File: src/rtl/cclimb_rom_loader.sv
// -----------------------------------------------------------------------------
// cclimb_rom_loader
//   Routes the HPS ioctl download stream into the crazy_climber core's dn_*
//   ROM-load port. Each byte is registered and range-checked. An 8-bit additive
//   checksum and a byte count are kept. The core is held in reset during a
//   download, and for RESET_HOLD cycles after the download ends.
//
// Ports
//   clk_sys        system clock; all logic on the rising edge
//   reset_n        asynchronous active-low reset
//   ioctl_download download in progress (level)
//   ioctl_wr       one-cycle byte strobe
//   ioctl_addr     byte address (25 bits)
//   ioctl_dout     byte data
//   dn_addr        registered ROM address to the core
//   dn_data        registered ROM data to the core
//   dn_wr          one-cycle write strobe to the core
//   core_reset     active-high reset to the core
//   rom_valid      last download was complete and clean
//   overflow       sticky: out-of-range byte seen in the current download
//   byte_count     accepted bytes in the current download (saturates at 65536)
//   checksum       mod-256 sum of accepted bytes
// -----------------------------------------------------------------------------
module cclimb_rom_loader #(
  parameter int ROM_BYTES  = 49152,
  parameter int RESET_HOLD = 1024
) (
  input  logic        clk_sys,
  input  logic        reset_n,
  input  logic        ioctl_download,
  input  logic        ioctl_wr,
  input  logic [24:0] ioctl_addr,
  input  logic [7:0]  ioctl_dout,
  output logic [15:0] dn_addr,
  output logic [7:0]  dn_data,
  output logic        dn_wr,
  output logic        core_reset,
  output logic        rom_valid,
  output logic        overflow,
  output logic [16:0] byte_count,
  output logic [7:0]  checksum
);

  localparam int HOLD_W = (RESET_HOLD > 1) ? $clog2(RESET_HOLD) : 1;
  localparam logic [HOLD_W-1:0] HOLD_INIT = HOLD_W'(RESET_HOLD - 1);
  localparam logic [24:0] ROM_LIMIT = 25'(ROM_BYTES);
  localparam logic [16:0] ROM_CNT   = 17'(ROM_BYTES);
  localparam logic [16:0] CNT_MAX   = 17'h10000;

  typedef enum logic [1:0] {IDLE, LOAD, HOLD, RUN} state_t;

  typedef struct packed {
    logic [24:0] addr;
    logic [7:0]  data;
  } ioctl_req_t;

  state_t            state;
  logic              armed;
  logic [HOLD_W-1:0] hold_cnt;

  ioctl_req_t req;
  logic       start;
  logic       take;
  logic       in_range;
  logic [16:0] cnt_base, cnt_nxt;
  logic [7:0]  sum_base, sum_nxt;
  logic        ovf_base, ovf_nxt;

  assign req = '{addr: ioctl_addr, data: ioctl_dout};

  // A new download can begin from IDLE (only once armed), or it can pre-empt
  // the settle period or a running core.
  assign start = ioctl_download &&
                 ((state == IDLE && armed) || state == HOLD || state == RUN);

  // Strobes only count while download is high, in LOAD or on the entry edge.
  assign take     = ioctl_wr && ioctl_download && (state == LOAD || start);
  assign in_range = (req.addr < ROM_LIMIT);

  // Statistics are cleared on entry first, so an entry-cycle byte counts
  // after the clear.
  always_comb begin
    cnt_base = start ? 17'd0 : byte_count;
    sum_base = start ? 8'd0  : checksum;
    ovf_base = start ? 1'b0  : overflow;
    cnt_nxt  = cnt_base;
    sum_nxt  = sum_base;
    ovf_nxt  = ovf_base;
    if (take) begin
      if (in_range) begin
        cnt_nxt = (cnt_base == CNT_MAX) ? CNT_MAX : cnt_base + 17'd1;
        sum_nxt = sum_base + req.data;
      end else begin
        ovf_nxt = 1'b1;
      end
    end
  end

  always_ff @(posedge clk_sys or negedge reset_n) begin
    if (!reset_n) begin
      state      <= IDLE;
      armed      <= 1'b0;
      hold_cnt   <= '0;
      dn_addr    <= '0;
      dn_data    <= '0;
      dn_wr      <= 1'b0;
      core_reset <= 1'b1;
      rom_valid  <= 1'b0;
      overflow   <= 1'b0;
      byte_count <= '0;
      checksum   <= '0;
    end else begin
      // Seeing download low once arms the loader. This means a download that
      // is already running when reset is released never loads.
      armed      <= armed | ~ioctl_download;
      dn_wr      <= 1'b0;
      byte_count <= cnt_nxt;
      checksum   <= sum_nxt;
      overflow   <= ovf_nxt;

      if (take && in_range) begin
        dn_wr   <= 1'b1;
        dn_addr <= req.addr[15:0];
        dn_data <= req.data;
      end

      if (start) begin
        state      <= LOAD;
        core_reset <= 1'b1;
        rom_valid  <= 1'b0;
      end else begin
        case (state)
          LOAD: begin
            if (!ioctl_download) begin
              state    <= HOLD;
              hold_cnt <= HOLD_INIT;
            end
          end
          HOLD: begin
            if (hold_cnt == '0) begin
              if (byte_count != 17'd0) begin
                state      <= RUN;
                core_reset <= 1'b0;
                rom_valid  <= (byte_count == ROM_CNT) && !overflow;
              end else begin
                // Empty download: leave the core parked in reset.
                state <= IDLE;
              end
            end else begin
              hold_cnt <= hold_cnt - 1'b1;
            end
          end
          default: ;
        endcase
      end
    end
  end

endmodule

File: config.mk
export PLATFORM = sky130hd
export DESIGN_NAME = cclimb_rom_loader
export DESIGN_NICKNAME = d
export VERILOG_FILES = /design/src/rtl/cclimb_rom_loader.sv
export SDC_FILE = /design/constraint.sdc
export NUM_CORES = 1
export LEC_CHECK = 0
export ABC_CLOCK_PERIOD_IN_PS = 2700
export CORE_ASPECT_RATIO = 0.8
export CORE_UTILIZATION = 44
export CTS_BUF_LIST = sky130_fd_sc_hd__clkbuf_16
export DETAILED_ROUTE_END_ITERATION = 16
export HOLD_SLACK_MARGIN = 0.02
export PLACE_DENSITY = 0.86
export SYNTH_ARGS = -nofsm -noshare
export SYNTH_HDL_FRONTEND = slang
export SYNTH_SLANG_ARGS = --single-unit
File: constraint.sdc
create_clock -name clk_sys -period 2.7 [get_ports clk_sys]
set_clock_uncertainty 0.15 [all_clocks]
set_input_delay 0.27 -clock clk_sys [delete_from_list [all_inputs] [get_ports clk_sys]]
set_output_delay 0.27 -clock clk_sys [all_outputs]
set_load 0.1 [all_outputs]
==> out/results.md <==
| Stage | Item | Reported |
| --- | --- | --- |
| drt | Number of remaining DRC errors | 0 |
| yosys | Library cells used by synthesis | 62 |
| sta | Actual slew at the worst max-slew pin | 0.5304 ns |
| drt | Starting DRC count in detailed routing | 196 |
| setup path | Arrival time at the worst endpoint | 2.69 ns |
| final layout | Footprint of the flip-flops and latches | 1658 um^2 |
| sta | Clock period minus final worst setup slack | 2.596 ns |
| yosys | Register area share after synthesis | 47.86% |
| setup path | Largest stage delay, worst path | 0.41 ns |
| global routing | Vias in the first global route | 3212 |
| sta | Setup repair after global routing missed its margin | true |
| yosys | Area share of the largest cell type after synthesis | 47.10% |
| run status | Status | finished clean |
| setup path | Worst reg2reg path depth | 11 |
| yosys | Share of flip-flops with an asynchronous set or reset | 100.0% |
| yosys | Total of flip-flops plus latches after synthesis | 66 |
| setup path | CP Class | reg -> reg |
| setup path | Largest delay contributor family on the critical path | compound AO/OA/AOI/OAI gates |
| setup path | Number of gates on the worst path with buffers counted | 11 |
| drt | Per-cell via count in the routed design | 5.333 |
| clocking | Register clock-pin slew on the reported worst setup and hold paths | 0.06 ns |
| yosys | Largest area contributor in the netlist | sky130_fd_sc_hd__dfrtp_1 |
| power | Overall power consumption | 0.002513 W |
| floorplan | Initial standard-cell utilization of the core | 46.06% |
| run | Number of max-cap violations | 0 |
| global routing | Number of antenna violations at the first check in global routing | 0 |
| floorplan | Die Y | 81.24 um |
| final layout | Net count of the finished layout | 542 |
| drt | Post-DR wirelength/cell | 15.04 um |
| clocking | Clock insertion delay at the later pin of the skew report | 0.33 ns |
| place | Routability cong. | 0.9010 |
| global routing | Overall track demand over capacity in global routing | 23.59% |
| sta | Tightest hold margin | 0.3157 ns |
| floorplan | Row count | 28 |
| final layout | Most common library cell in the layout ignoring fill and taps | sky130_fd_sc_hd__nand2_1 |
| setup path | Slowest stage cell, crit path | sky130_fd_sc_hd__dfrtp_1 |
| worst hold path | Path type of the worst min-delay path | in -> async |
| clocking | Max clock buf depth | 2 |
| final layout | Number of diodes added for antenna fixing | 0 |
| yosys | Most used DFF post-synth | sky130_fd_sc_hd__dfrtp_1 |
| global routing | Gr ovfl total | 0 |
| setup path | Critical path peak fanout | 5 |
| sta | Final sum of negative setup slack | 0 ns |
| place | HPWL after detailed placement | 6.479 mm |
| power | Pwr/cell area | 517.5 nW/um^2 |
| sta | Final-report setup violation count | 0 |
| floorplan | Width of the chip | 101.1 um |
| yosys | Post-Synthesis Net Count | 432 |
| sta | Final critical-path share of the clock period | 96.15% |
| yosys | Main area contributors after synthesis | sky130_fd_sc_hd__dfrtp_1 (47%), sky130_fd_sc_hd__nand2_1 (12%), sky130_fd_sc_hd__ha_1 (3.6%), sky130_fd_sc_hd__xnor2_1 (3.0%), sky130_fd_sc_hd__o21ai_0 (2.5%) |
| global routing | Largest net degree at the start of global routing | 67 |
| setup path | Critical Path End Type | flop |
| place | Number of buffers inserted by port buffering | 89 |
| clocking | Clock tree from TritonCTS | yes |
| yosys | Synth Area per Inst | 8.993 um^2 |
| clocking | Number of buffers added by the clock tree synthesis step | 9 |
| drt | Antenna violation net count after detailed routing | 0 |
| yosys | Ys Warns | 0 |
| sta | Rel. slew slack | 64.32% |
| power | Reported leakage power | 2.272 nW |
| floorplan | Boundary pin count | 90 |
| drt | Total via count in the routed design | 3221 |
| final layout | Most used cells in the layout excluding fill and tap cells | sky130_fd_sc_hd__nand2_1 (109), sky130_fd_sc_hd__buf_4 (76), sky130_fd_sc_hd__dfrtp_1 (61), sky130_fd_sc_hd__clkdlybuf4s50_1 (35), sky130_fd_sc_hd__inv_1 (18) |
| drt | Iteration count of the initial detailed-routing pass | 4 |
| sta | Number of hold violations in the final report | 0 |
| drt | Final Routed Wirelength | 9.084 mm |
| power | VDD IR-drop max | 0.0002664 V |
| final layout | Filler cell count | 616 |
| clocking | Number of sinks driven by the clock tree | 66 |
| final layout | Multi-input logic area | 1748 um^2 |
| global routing | First-pass GRT wire length | 14.90 mm |
| clocking | Root buffer selected by CTS | sky130_fd_sc_hd__clkbuf_16 |
| setup path | Worst path buffer plus inverter count | 1 |
| clocking | Maximum level of the CTS H-tree | 3 |
| yosys | Synthesized area | 3453 um^2 |
| yosys | Number of enable-type register cells in the synthesized netlist | 0 |
| setup path | Critical path startpoint category | flop |
| floorplan | Core Box Area | 7497 um^2 |
| final layout | Layout-stage area growth over the synthesis result | 40.62% |
| floorplan | Area enclosed by the die boundary | 8209 um^2 |
| sta | Maximum achievable frequency | 385.2 MHz |
| yosys | Number of cells produced by synthesis | 384 |
| sta | Max-slew violation total from the final report | 0 |
| setup path | Cell breakdown of the critical path | nor2b_4 > o21ai_4 > and2_4 > ha_2 > inv_1 > fa_2 > nor2b_2 > o21ai_1 > a21o_1 > and3b_1 > o31ai_1 |
| setup path | Data required time at the worst endpoint | 2.79 ns |
| final layout | Share of final-layout standard cells stronger than drive strength 1 | 25.05% |
==> layer usage <==
metal	share of wire, %	GRT usage, %
met3	5.5	5.938
met2	51	41.50
met5	0	0
met4	1.1	8.116
met1	43	28.27
==> cells in the mapped netlist, types with 2 or more instances <==
library cell	n
sky130_fd_sc_hd__o311ai_0	2
sky130_fd_sc_hd__o22a_1	2
sky130_fd_sc_hd__dfrtp_1	65
sky130_fd_sc_hd__nand3_1	10
sky130_fd_sc_hd__nor4_1	6
sky130_fd_sc_hd__or3_1	2
sky130_fd_sc_hd__mux2i_1	3
sky130_fd_sc_hd__xor2_1	5
sky130_fd_sc_hd__buf_1	3
sky130_fd_sc_hd__o31ai_1	2
sky130_fd_sc_hd__or4_1	4
sky130_fd_sc_hd__xnor2_1	12
sky130_fd_sc_hd__clkbuf_1	12
sky130_fd_sc_hd__nand2b_1	3
sky130_fd_sc_hd__a22oi_1	2
sky130_fd_sc_hd__nor2b_1	2
sky130_fd_sc_hd__nor2_1	12
sky130_fd_sc_hd__nor3_1	12
sky130_fd_sc_hd__inv_1	17
sky130_fd_sc_hd__and2_1	7
sky130_fd_sc_hd__or3_2	2
sky130_fd_sc_hd__nand4_1	8
sky130_fd_sc_hd__a21oi_1	15
sky130_fd_sc_hd__ha_1	10
sky130_fd_sc_hd__o21ai_0	17
sky130_fd_sc_hd__a2bb2oi_1	2
sky130_fd_sc_hd__nand2_1	110
sky130_fd_sc_hd__o22ai_1	3
==> area by class of cell <==
type                       instances  share of cell area, %
multi-input combinational        285                  36.00
inverter                          17                  1.314
sequential                        66                  34.14
tap                              105                  2.705
clock inverter                     7                  1.288
timing repair buffer             115                  19.92
clock buffer                       9                  4.638
==> worst reg2reg max path, stage by stage, from the launching register on <==
cell	delay, ns
sky130_fd_sc_hd__dfrtp_1	0.41
sky130_fd_sc_hd__nor2b_4	0.15
sky130_fd_sc_hd__o21ai_4	0.21
sky130_fd_sc_hd__and2_4	0.18
sky130_fd_sc_hd__ha_2	0.18
sky130_fd_sc_hd__inv_1	0.06
sky130_fd_sc_hd__fa_2	0.36
sky130_fd_sc_hd__nor2b_2	0.15
sky130_fd_sc_hd__o21ai_1	0.09
sky130_fd_sc_hd__a21o_1	0.20
sky130_fd_sc_hd__and3b_1	0.17
sky130_fd_sc_hd__o31ai_1	0.19
==> final timing paths <==
kind | startpoint | to | slack [ns]
worst max-delay path | armed | checksum[6] | 0.10
worst min-delay path | reset_n | dn_data[1] | 0.32
worst max register to register | armed | checksum[6] | 0.10
worst min register to register | core_reset | core_reset | 0.32
max in group asynchronous | reset_n | core_reset | 1.72
min in group clk_sys | ioctl_addr[13] | dn_addr[13] | 0.32
==> power by group <==
part / switching [W] / internal (W)
combinational: 0.000178 / 0.000138
sequential: 0.0000403 / 0.00102
clock: 0.000429 / 0.000704
==> logic make-up after synthesis <==
family,share of synthesized area (%)
simple gates,26.41
flops,47.86
compound gates,12.39
buf+inv,3.623
xor+xnor,4.312
fa+ha+maj,4.203
mux,1.196
==> flip-flops by register name (all words and copies together), names as in the netlist <==
register,flops
dn_addr,16
checksum,8
core_reset,1
hold_cnt,10
byte_count,17
rom_valid,1
state,2
dn_data,8
dn_wr,1
overflow,1
armed,1
==> metrics by stage <==
step / area, um^2 / setup slack, ns / utilization (%) / instances
finish: 4856 / 0.1039 / 64.77 / 604
global route: 4856 / -0.05478 / 64.77 / 604
CTS: 4776 / 0.001567 / 63.70 / 603
detailed placement: 4474 / -0.1865 / 59.68 / 586
global placement: 4474 / -0.06743 / 59.68 / 586
floorplan: 3460 / -0.0008487 / - / 384
==> repair_timing <==
item,in CTS,in global routing
endpoints found under the hold margin,65,0
pin swaps,0,5
endpoints found under the setup margin,3,9
hold buffers,1,0
gates resized for setup,1,17
setup buffers,0,2
No activity file was read; power rests on OpenSTA's default activity.
